## src/rtl/decode_regfile_if.sv

```systemverilog
// Fetch-to-decode, write-back and decode-to-execute signals of the decode stage.
// Handshake: in_valid qualifies icode/rA/rB/valP; stall holds the output stage; out_valid qualifies registered results.
interface decode_regfile_if #(
    parameter int WIDTH = 64
);
    logic             in_valid;
    logic             stall;
    logic [3:0]       icode;
    logic [3:0]       rA;
    logic [3:0]       rB;
    logic [WIDTH-1:0] valP;
    logic             cnd;
    logic [3:0]       wb_dstE;
    logic [WIDTH-1:0] wb_valE;
    logic [3:0]       wb_dstM;
    logic [WIDTH-1:0] wb_valM;
    logic             out_valid;
    logic             out_invalid;
    logic [3:0]       srcA;
    logic [3:0]       srcB;
    logic [3:0]       dstE;
    logic [3:0]       dstM;
    logic [WIDTH-1:0] valA;
    logic [WIDTH-1:0] valB;

    modport master (
        output in_valid, stall, icode, rA, rB, valP, cnd,
        output wb_dstE, wb_valE, wb_dstM, wb_valM,
        input  out_valid, out_invalid, srcA, srcB, dstE, dstM, valA, valB
    );

    modport slave (
        input  in_valid, stall, icode, rA, rB, valP, cnd,
        input  wb_dstE, wb_valE, wb_dstM, wb_valM,
        output out_valid, out_invalid, srcA, srcB, dstE, dstM, valA, valB
    );
endinterface

```

## src/rtl/decode_regfile.sv

```systemverilog
// Y86-64 decode stage: register-ID selection, register file with write-through
// bypass, and a stallable output register feeding execute.
module decode_regfile #(
    parameter int WIDTH  = 64,
    parameter int NREGS  = 15,
    parameter int RSP_ID = 4
) (
    input logic             clk,
    input logic             reset,
    decode_regfile_if.slave bus
);
    localparam logic [3:0] RNONE   = 4'hF;
    localparam logic [3:0] RSP     = 4'(RSP_ID);
    localparam logic [4:0] NREGS_W = 5'(NREGS);

    logic [WIDTH-1:0] regs [0:NREGS-1];

    logic [3:0]       src_a;
    logic [3:0]       src_b;
    logic [3:0]       dst_e;
    logic [3:0]       dst_m;
    logic [WIDTH-1:0] val_a_rd;
    logic [WIDTH-1:0] val_b_rd;
    logic [WIDTH-1:0] val_a;
    logic             bad_icode;

    function automatic logic in_range(input logic [3:0] id);
        return ({1'b0, id} < NREGS_W);
    endfunction

    always_comb begin
        src_a = RNONE;
        src_b = RNONE;
        dst_e = RNONE;
        dst_m = RNONE;
        case (bus.icode)
            4'h2:                   src_a = bus.rA;
            4'h4, 4'h6, 4'hA:       src_a = bus.rA;
            4'h9, 4'hB:             src_a = RSP;
            default:                src_a = RNONE;
        endcase
        case (bus.icode)
            4'h4, 4'h5, 4'h6:       src_b = bus.rB;
            4'h8, 4'h9, 4'hA, 4'hB: src_b = RSP;
            default:                src_b = RNONE;
        endcase
        case (bus.icode)
            4'h3, 4'h6:             dst_e = bus.rB;
            4'h2:                   dst_e = bus.cnd ? bus.rB : RNONE;
            4'h8, 4'h9, 4'hA, 4'hB: dst_e = RSP;
            default:                dst_e = RNONE;
        endcase
        case (bus.icode)
            4'h5, 4'hB:             dst_m = bus.rA;
            default:                dst_m = RNONE;
        endcase
    end

    // Reads see the post-write value of a same-cycle write-back, M port first.
    always_comb begin
        val_a_rd = '0;
        val_b_rd = '0;
        if (src_a != RNONE && in_range(src_a)) begin
            if (bus.wb_dstM == src_a)      val_a_rd = bus.wb_valM;
            else if (bus.wb_dstE == src_a) val_a_rd = bus.wb_valE;
            else                           val_a_rd = regs[src_a];
        end
        if (src_b != RNONE && in_range(src_b)) begin
            if (bus.wb_dstM == src_b)      val_b_rd = bus.wb_valM;
            else if (bus.wb_dstE == src_b) val_b_rd = bus.wb_valE;
            else                           val_b_rd = regs[src_b];
        end
    end

    always_comb begin
        val_a = val_a_rd;
        if (bus.icode == 4'h7 || bus.icode == 4'h8) val_a = bus.valP;
    end

    assign bad_icode = (bus.icode > 4'hB);

    // The M write comes second so it overrides E when both target one register.
    always_ff @(posedge clk) begin
        if (reset) begin
            for (int i = 0; i < NREGS; i++) regs[i] <= '0;
        end else begin
            if (bus.wb_dstE != RNONE && in_range(bus.wb_dstE)) regs[bus.wb_dstE] <= bus.wb_valE;
            if (bus.wb_dstM != RNONE && in_range(bus.wb_dstM)) regs[bus.wb_dstM] <= bus.wb_valM;
        end
    end

    always_ff @(posedge clk) begin
        if (reset) begin
            bus.out_valid   <= 1'b0;
            bus.out_invalid <= 1'b0;
            bus.srcA        <= RNONE;
            bus.srcB        <= RNONE;
            bus.dstE        <= RNONE;
            bus.dstM        <= RNONE;
            bus.valA        <= '0;
            bus.valB        <= '0;
        end else if (!bus.stall) begin
            bus.out_valid <= bus.in_valid;
            if (bus.in_valid && !bad_icode) begin
                bus.out_invalid <= 1'b0;
                bus.srcA        <= src_a;
                bus.srcB        <= src_b;
                bus.dstE        <= dst_e;
                bus.dstM        <= dst_m;
                bus.valA        <= val_a;
                bus.valB        <= val_b_rd;
            end else begin
                // Bubble and illegal instruction both present empty IDs and zero operands.
                bus.out_invalid <= bus.in_valid;
                bus.srcA        <= RNONE;
                bus.srcB        <= RNONE;
                bus.dstE        <= RNONE;
                bus.dstM        <= RNONE;
                bus.valA        <= '0;
                bus.valB        <= '0;
            end
        end
    end
endmodule

```

## src/flat_wrapper.sv

```systemverilog
// flat-port wrapper written by rule: the top's interface ports become plain ports
module decode_regfile_flat 
#(
    parameter int WIDTH  = 64,
    parameter int NREGS  = 15,
    parameter int RSP_ID = 4
)
  (clk, reset, bus_in_valid, bus_stall, bus_icode, bus_rA, bus_rB, bus_valP, bus_cnd, bus_wb_dstE, bus_wb_valE, bus_wb_dstM, bus_wb_valM, bus_out_valid, bus_out_invalid, bus_srcA, bus_srcB, bus_dstE, bus_dstM, bus_valA, bus_valB);
  decode_regfile_if #(.WIDTH(WIDTH)) bus_i ();
  input logic clk;
  input logic reset;
  input wire logic [$bits(bus_i.in_valid)-1:0] bus_in_valid;
  input wire logic [$bits(bus_i.stall)-1:0] bus_stall;
  input wire logic [$bits(bus_i.icode)-1:0] bus_icode;
  input wire logic [$bits(bus_i.rA)-1:0] bus_rA;
  input wire logic [$bits(bus_i.rB)-1:0] bus_rB;
  input wire logic [$bits(bus_i.valP)-1:0] bus_valP;
  input wire logic [$bits(bus_i.cnd)-1:0] bus_cnd;
  input wire logic [$bits(bus_i.wb_dstE)-1:0] bus_wb_dstE;
  input wire logic [$bits(bus_i.wb_valE)-1:0] bus_wb_valE;
  input wire logic [$bits(bus_i.wb_dstM)-1:0] bus_wb_dstM;
  input wire logic [$bits(bus_i.wb_valM)-1:0] bus_wb_valM;
  output wire logic [$bits(bus_i.out_valid)-1:0] bus_out_valid;
  output wire logic [$bits(bus_i.out_invalid)-1:0] bus_out_invalid;
  output wire logic [$bits(bus_i.srcA)-1:0] bus_srcA;
  output wire logic [$bits(bus_i.srcB)-1:0] bus_srcB;
  output wire logic [$bits(bus_i.dstE)-1:0] bus_dstE;
  output wire logic [$bits(bus_i.dstM)-1:0] bus_dstM;
  output wire logic [$bits(bus_i.valA)-1:0] bus_valA;
  output wire logic [$bits(bus_i.valB)-1:0] bus_valB;
  assign bus_i.in_valid = bus_in_valid;
  assign bus_i.stall = bus_stall;
  assign bus_i.icode = bus_icode;
  assign bus_i.rA = bus_rA;
  assign bus_i.rB = bus_rB;
  assign bus_i.valP = bus_valP;
  assign bus_i.cnd = bus_cnd;
  assign bus_i.wb_dstE = bus_wb_dstE;
  assign bus_i.wb_valE = bus_wb_valE;
  assign bus_i.wb_dstM = bus_wb_dstM;
  assign bus_i.wb_valM = bus_wb_valM;
  assign bus_out_valid = bus_i.out_valid;
  assign bus_out_invalid = bus_i.out_invalid;
  assign bus_srcA = bus_i.srcA;
  assign bus_srcB = bus_i.srcB;
  assign bus_dstE = bus_i.dstE;
  assign bus_dstM = bus_i.dstM;
  assign bus_valA = bus_i.valA;
  assign bus_valB = bus_i.valB;
  decode_regfile #(.WIDTH(WIDTH), .NREGS(NREGS), .RSP_ID(RSP_ID)) u_core (.clk(clk), .reset(reset), .bus(bus_i));
endmodule
```

## config.mk

```make
export PLATFORM = sky130hd
export DESIGN_NAME = decode_regfile_flat
export DESIGN_NICKNAME = d
export VERILOG_FILES = /design/src/rtl/decode_regfile_if.sv /design/src/rtl/decode_regfile.sv /design/src/flat_wrapper.sv
export SDC_FILE = /design/constraint.sdc
export NUM_CORES = 2
export LEC_CHECK = 0
export CORE_MARGIN = 2
export CORE_UTILIZATION = 45
export CTS_CLUSTER_DIAMETER = 30
export DETAILED_ROUTE_END_ITERATION = 6
export GPL_TIMING_DRIVEN = 1
export MAX_ROUTING_LAYER = met4
export SYNTH_ARGS = -nofsm -noshare
export SYNTH_HDL_FRONTEND = slang
export SYNTH_SLANG_ARGS = --single-unit
```

## constraint.sdc

```tcl
create_clock -name clk -period 9.7 [get_ports clk]
set_input_delay 1.94 -clock clk [delete_from_list [all_inputs] [get_ports clk]]
set_output_delay 1.94 -clock clk [all_outputs]
set_load 0.01 [all_outputs]
```

==> results.json <==
{
  "antenna_found_initial": 21,
  "num_vias": 64180,
  "dr.pass1.iters": 7,
  "dpl.hpwl_mm": 163,
  "cts_tree": "done",
  "arrival_ps": 7090,
  "areaGrowthSynthToFinish_pct": 22.8,
  "final_layout_size_suffix_gt1_frac": 0.119,
  "grt_pass1_wl_mm": 441,
  "drv_cap": 1,
  "multi_input_area_mm2": 0.0291,
  "hold_viol_final": 0,
  "critical_path_class": "input pin to flop",
  "hold_slack_ps": 472,
  "violations": "capacitance limit, slew limit",
  "reg2reg_depth": 6,
  "syn_inst": 6375,
  "postSynthAreaPerCell_um2": 10.3,
  "fill_cells": 12297,
  "ys_ff_latch": 1170,
  "dpl_worst_slack_ps": 2780,
  "drt-initial-drc-count": 11674,
  "io_pins": 363,
  "synth_common_cells": "nand2_1, edfxtp_1, a22o_1, clkbuf_1, a221oi_1",
  "slowest_delay_ps": 920,
  "antenna_left": 0,
  "fin_nets": 6517,
  "route.met2.wl_mm": 134,
  "critPathLaunchType": "input pin",
  "yosys.cell_types.count": 73,
  "cts-resized-gates": 0,
  "maxClockFrequency_ghz": 0.159,
  "synth_area_leader_cell": "edfxtp_1",
  "die_h_um": 386,
  "ys_seq_area_frac": 0.512,
  "setup_viol": 0,
  "hold_buffers": 0,
  "clkLatencyLatePin_ps": 920,
  "ys_top_cells_by_area": "edfxtp_1, a22o_1, nand2_1",
  "cts_setup_buffers": 0,
  "synth_edf_count": 1024,
  "stdcell_area_mm2": 0.0807,
  "highest_layer": "met4",
  "worst_setup_path_end_kind": "flop",
  "netlist.area_leader.share": 0.468,
  "critPathRequiredTime_ps": 10500,
  "async_reset_ff_frac": 0,
  "grt_max_degree": 157,
  "worst_pin_slew_ps": 1510,
  "routedWlPerCell_um": 37.4,
  "wl_met1_mm": 114,
  "status": "finished with violations",
  "final_max_slew_viol_count": 18,
  "relSlewSlack": -0.00800,
  "drc": 0,
  "synth_most_common_cell": "nand2_1",
  "io_buffers": 362,
  "p_per_area_mw_per_mm2": 230,
  "cpMostUsedCell": "buf_4",
  "synthFlopType": "edfxtp_1",
  "crit_chain": "clkdlybuf4s50_1, nor2_1, buf_4, o21ai_4, buf_4, buf_4, a221oi_1, a31oi_1, a32oi_1, or3_1, a221oi_2",
  "grt_pass1_vias": 60732,
  "cts_made_buffers": 315,
  "viasPerCell": 7.56,
  "wl_mm": 317,
  "cts-root-buf": "clkbuf_16",
  "clock_skew_ps": 61.8,
  "netlist_area_mm2": 0.0657,
  "die_x_um": 386,
  "power_leakage_nw": 28.7,
  "post-route-period-util": 0.648,
  "clk_path_buf_depth": 4,
  "period_minus_slack_ps": 6290,
  "regArea_mm2": 0.0337,
  "hp-class": "flop to flop",
  "ys_warn_count": 0,
  "rsz0062_at_grt": "false",
  "numClockSinks": 1170,
  "path_max_fanout": 86,
  "ir_worst_vdd_mv": 0.184,
  "start_util": 0.452,
  "place_area_mm2": 0.0701,
  "rows": 140,
  "clk_pin_slew_worst_paths_ps": 40,
  "track_usage": 0.423,
  "die_area_mm2": 0.149,
  "tns_ps": 0,
  "min_path_cells": 2,
  "finalPower_mw": 18.6,
  "setup_ws_ps": 3410,
  "core_area_mm2": 0.145,
  "grt-ovfl-total": 0,
  "route.met3.wl_mm": 50.4,
  "cpMaxStageDelayCell": "buf_4",
  "htreeDepth": 5,
  "gp_congestion": 0.956
}
## worst max-delay path, delay by kind of cell
kind | cells | cell delay, ps
buffers and inverters | 4 | 2900
AO/OA/AOI/OAI | 5 | 1460
AND/OR/NAND/NOR | 2 | 640
## per-stage QoR
| step | instances | utilization |
|---|---|---|
| finish | 8486 | 0.555 |
| detailed placement | 7900 | 0.482 |
| global route | 8476 | 0.555 |
| floorplan | 6438 | - |
| global placement | 7900 | 0.482 |
| CTS | 8456 | 0.555 |
## routing by layer
layer / vias up / track usage
met1: 31234 / 0.530
met5: - / -
met2: 6391 / 0.595
met3: 1463 / 0.145
li1: 25092 / -
met4: 0 / 0.237
## cells by family after synthesis
| family | share of synthesized area |
|---|---|
| xor+xnor | 0.00120 |
| simple gates | 0.113 |
| compound gates | 0.286 |
| buf+inv | 0.0583 |
| flops | 0.512 |
| other cells | 0.0000571 |
| mux | 0.0296 |
## path summary, 6_finish.rpt
kind | slack, ps | start | end
worst max-delay path | 3410 | bus_icode[1] | u_core.bus.valA[19]$_SDFFE_PP0N_
worst min-delay path | 470 | u_core.bus.valB[39]$_SDFFE_PP0N_ | u_core.bus.valB[39]$_SDFFE_PP0N_
worst max register to register | 7770 | u_core.regs[11][63]$_DFFE_PP_ | u_core.bus.valA[63]$_SDFFE_PP0N_
worst min register to register | 470 | u_core.bus.valB[39]$_SDFFE_PP0N_ | u_core.bus.valB[39]$_SDFFE_PP0N_
## state kept, by name (all words and copies together), names as in the netlist
signal / cells
u_core.bus.out_invalid: 1
u_core.bus.dstM: 4
u_core.bus.out_valid: 1
u_core.bus.dstE: 4
u_core.bus.valA: 64
u_core.bus.srcB: 4
u_core.regs: 1024
u_core.bus.srcA: 4
u_core.bus.valB: 64
## cell usage in the layout (no fill, tap or decap), types with 146 or more instances in the layout
cell             Yosys  final
o21ai_0            198    198
nor3_1             207    194
dfxtp_1            146    146
nand3_1            198    196
a22o_1             960    960
mux2i_1            192    192
buf_4                2    162
nand2_1           1035   1030
a221oi_1           412    412
clkdlybuf4s50_1      0    360
clkbuf_16            0    322
edfxtp_1          1024   1024
## power by group
group	internal (mW)	leakage [nW]	total, mW	switching, mW
Combinational	0.609	12.4	2.10	1.49
Sequential	5.89	11.1	6.10	0.210
Clock	7.20	5.09	10.4	3.17
## final cells by class
cell class / count / area share
Inverter: 10 / 0.000465
Multi-Input combinational cell: 4274 / 0.360
Clock buffer: 388 / 0.106
Tap cell: 1917 / 0.0297
Timing Repair Buffer: 529 / 0.0614
Clock inverter: 168 / 0.0239
Antenna cell: 30 / 0.000930
Sequential cell: 1170 / 0.417
Power figures use the tool's default switching activity.
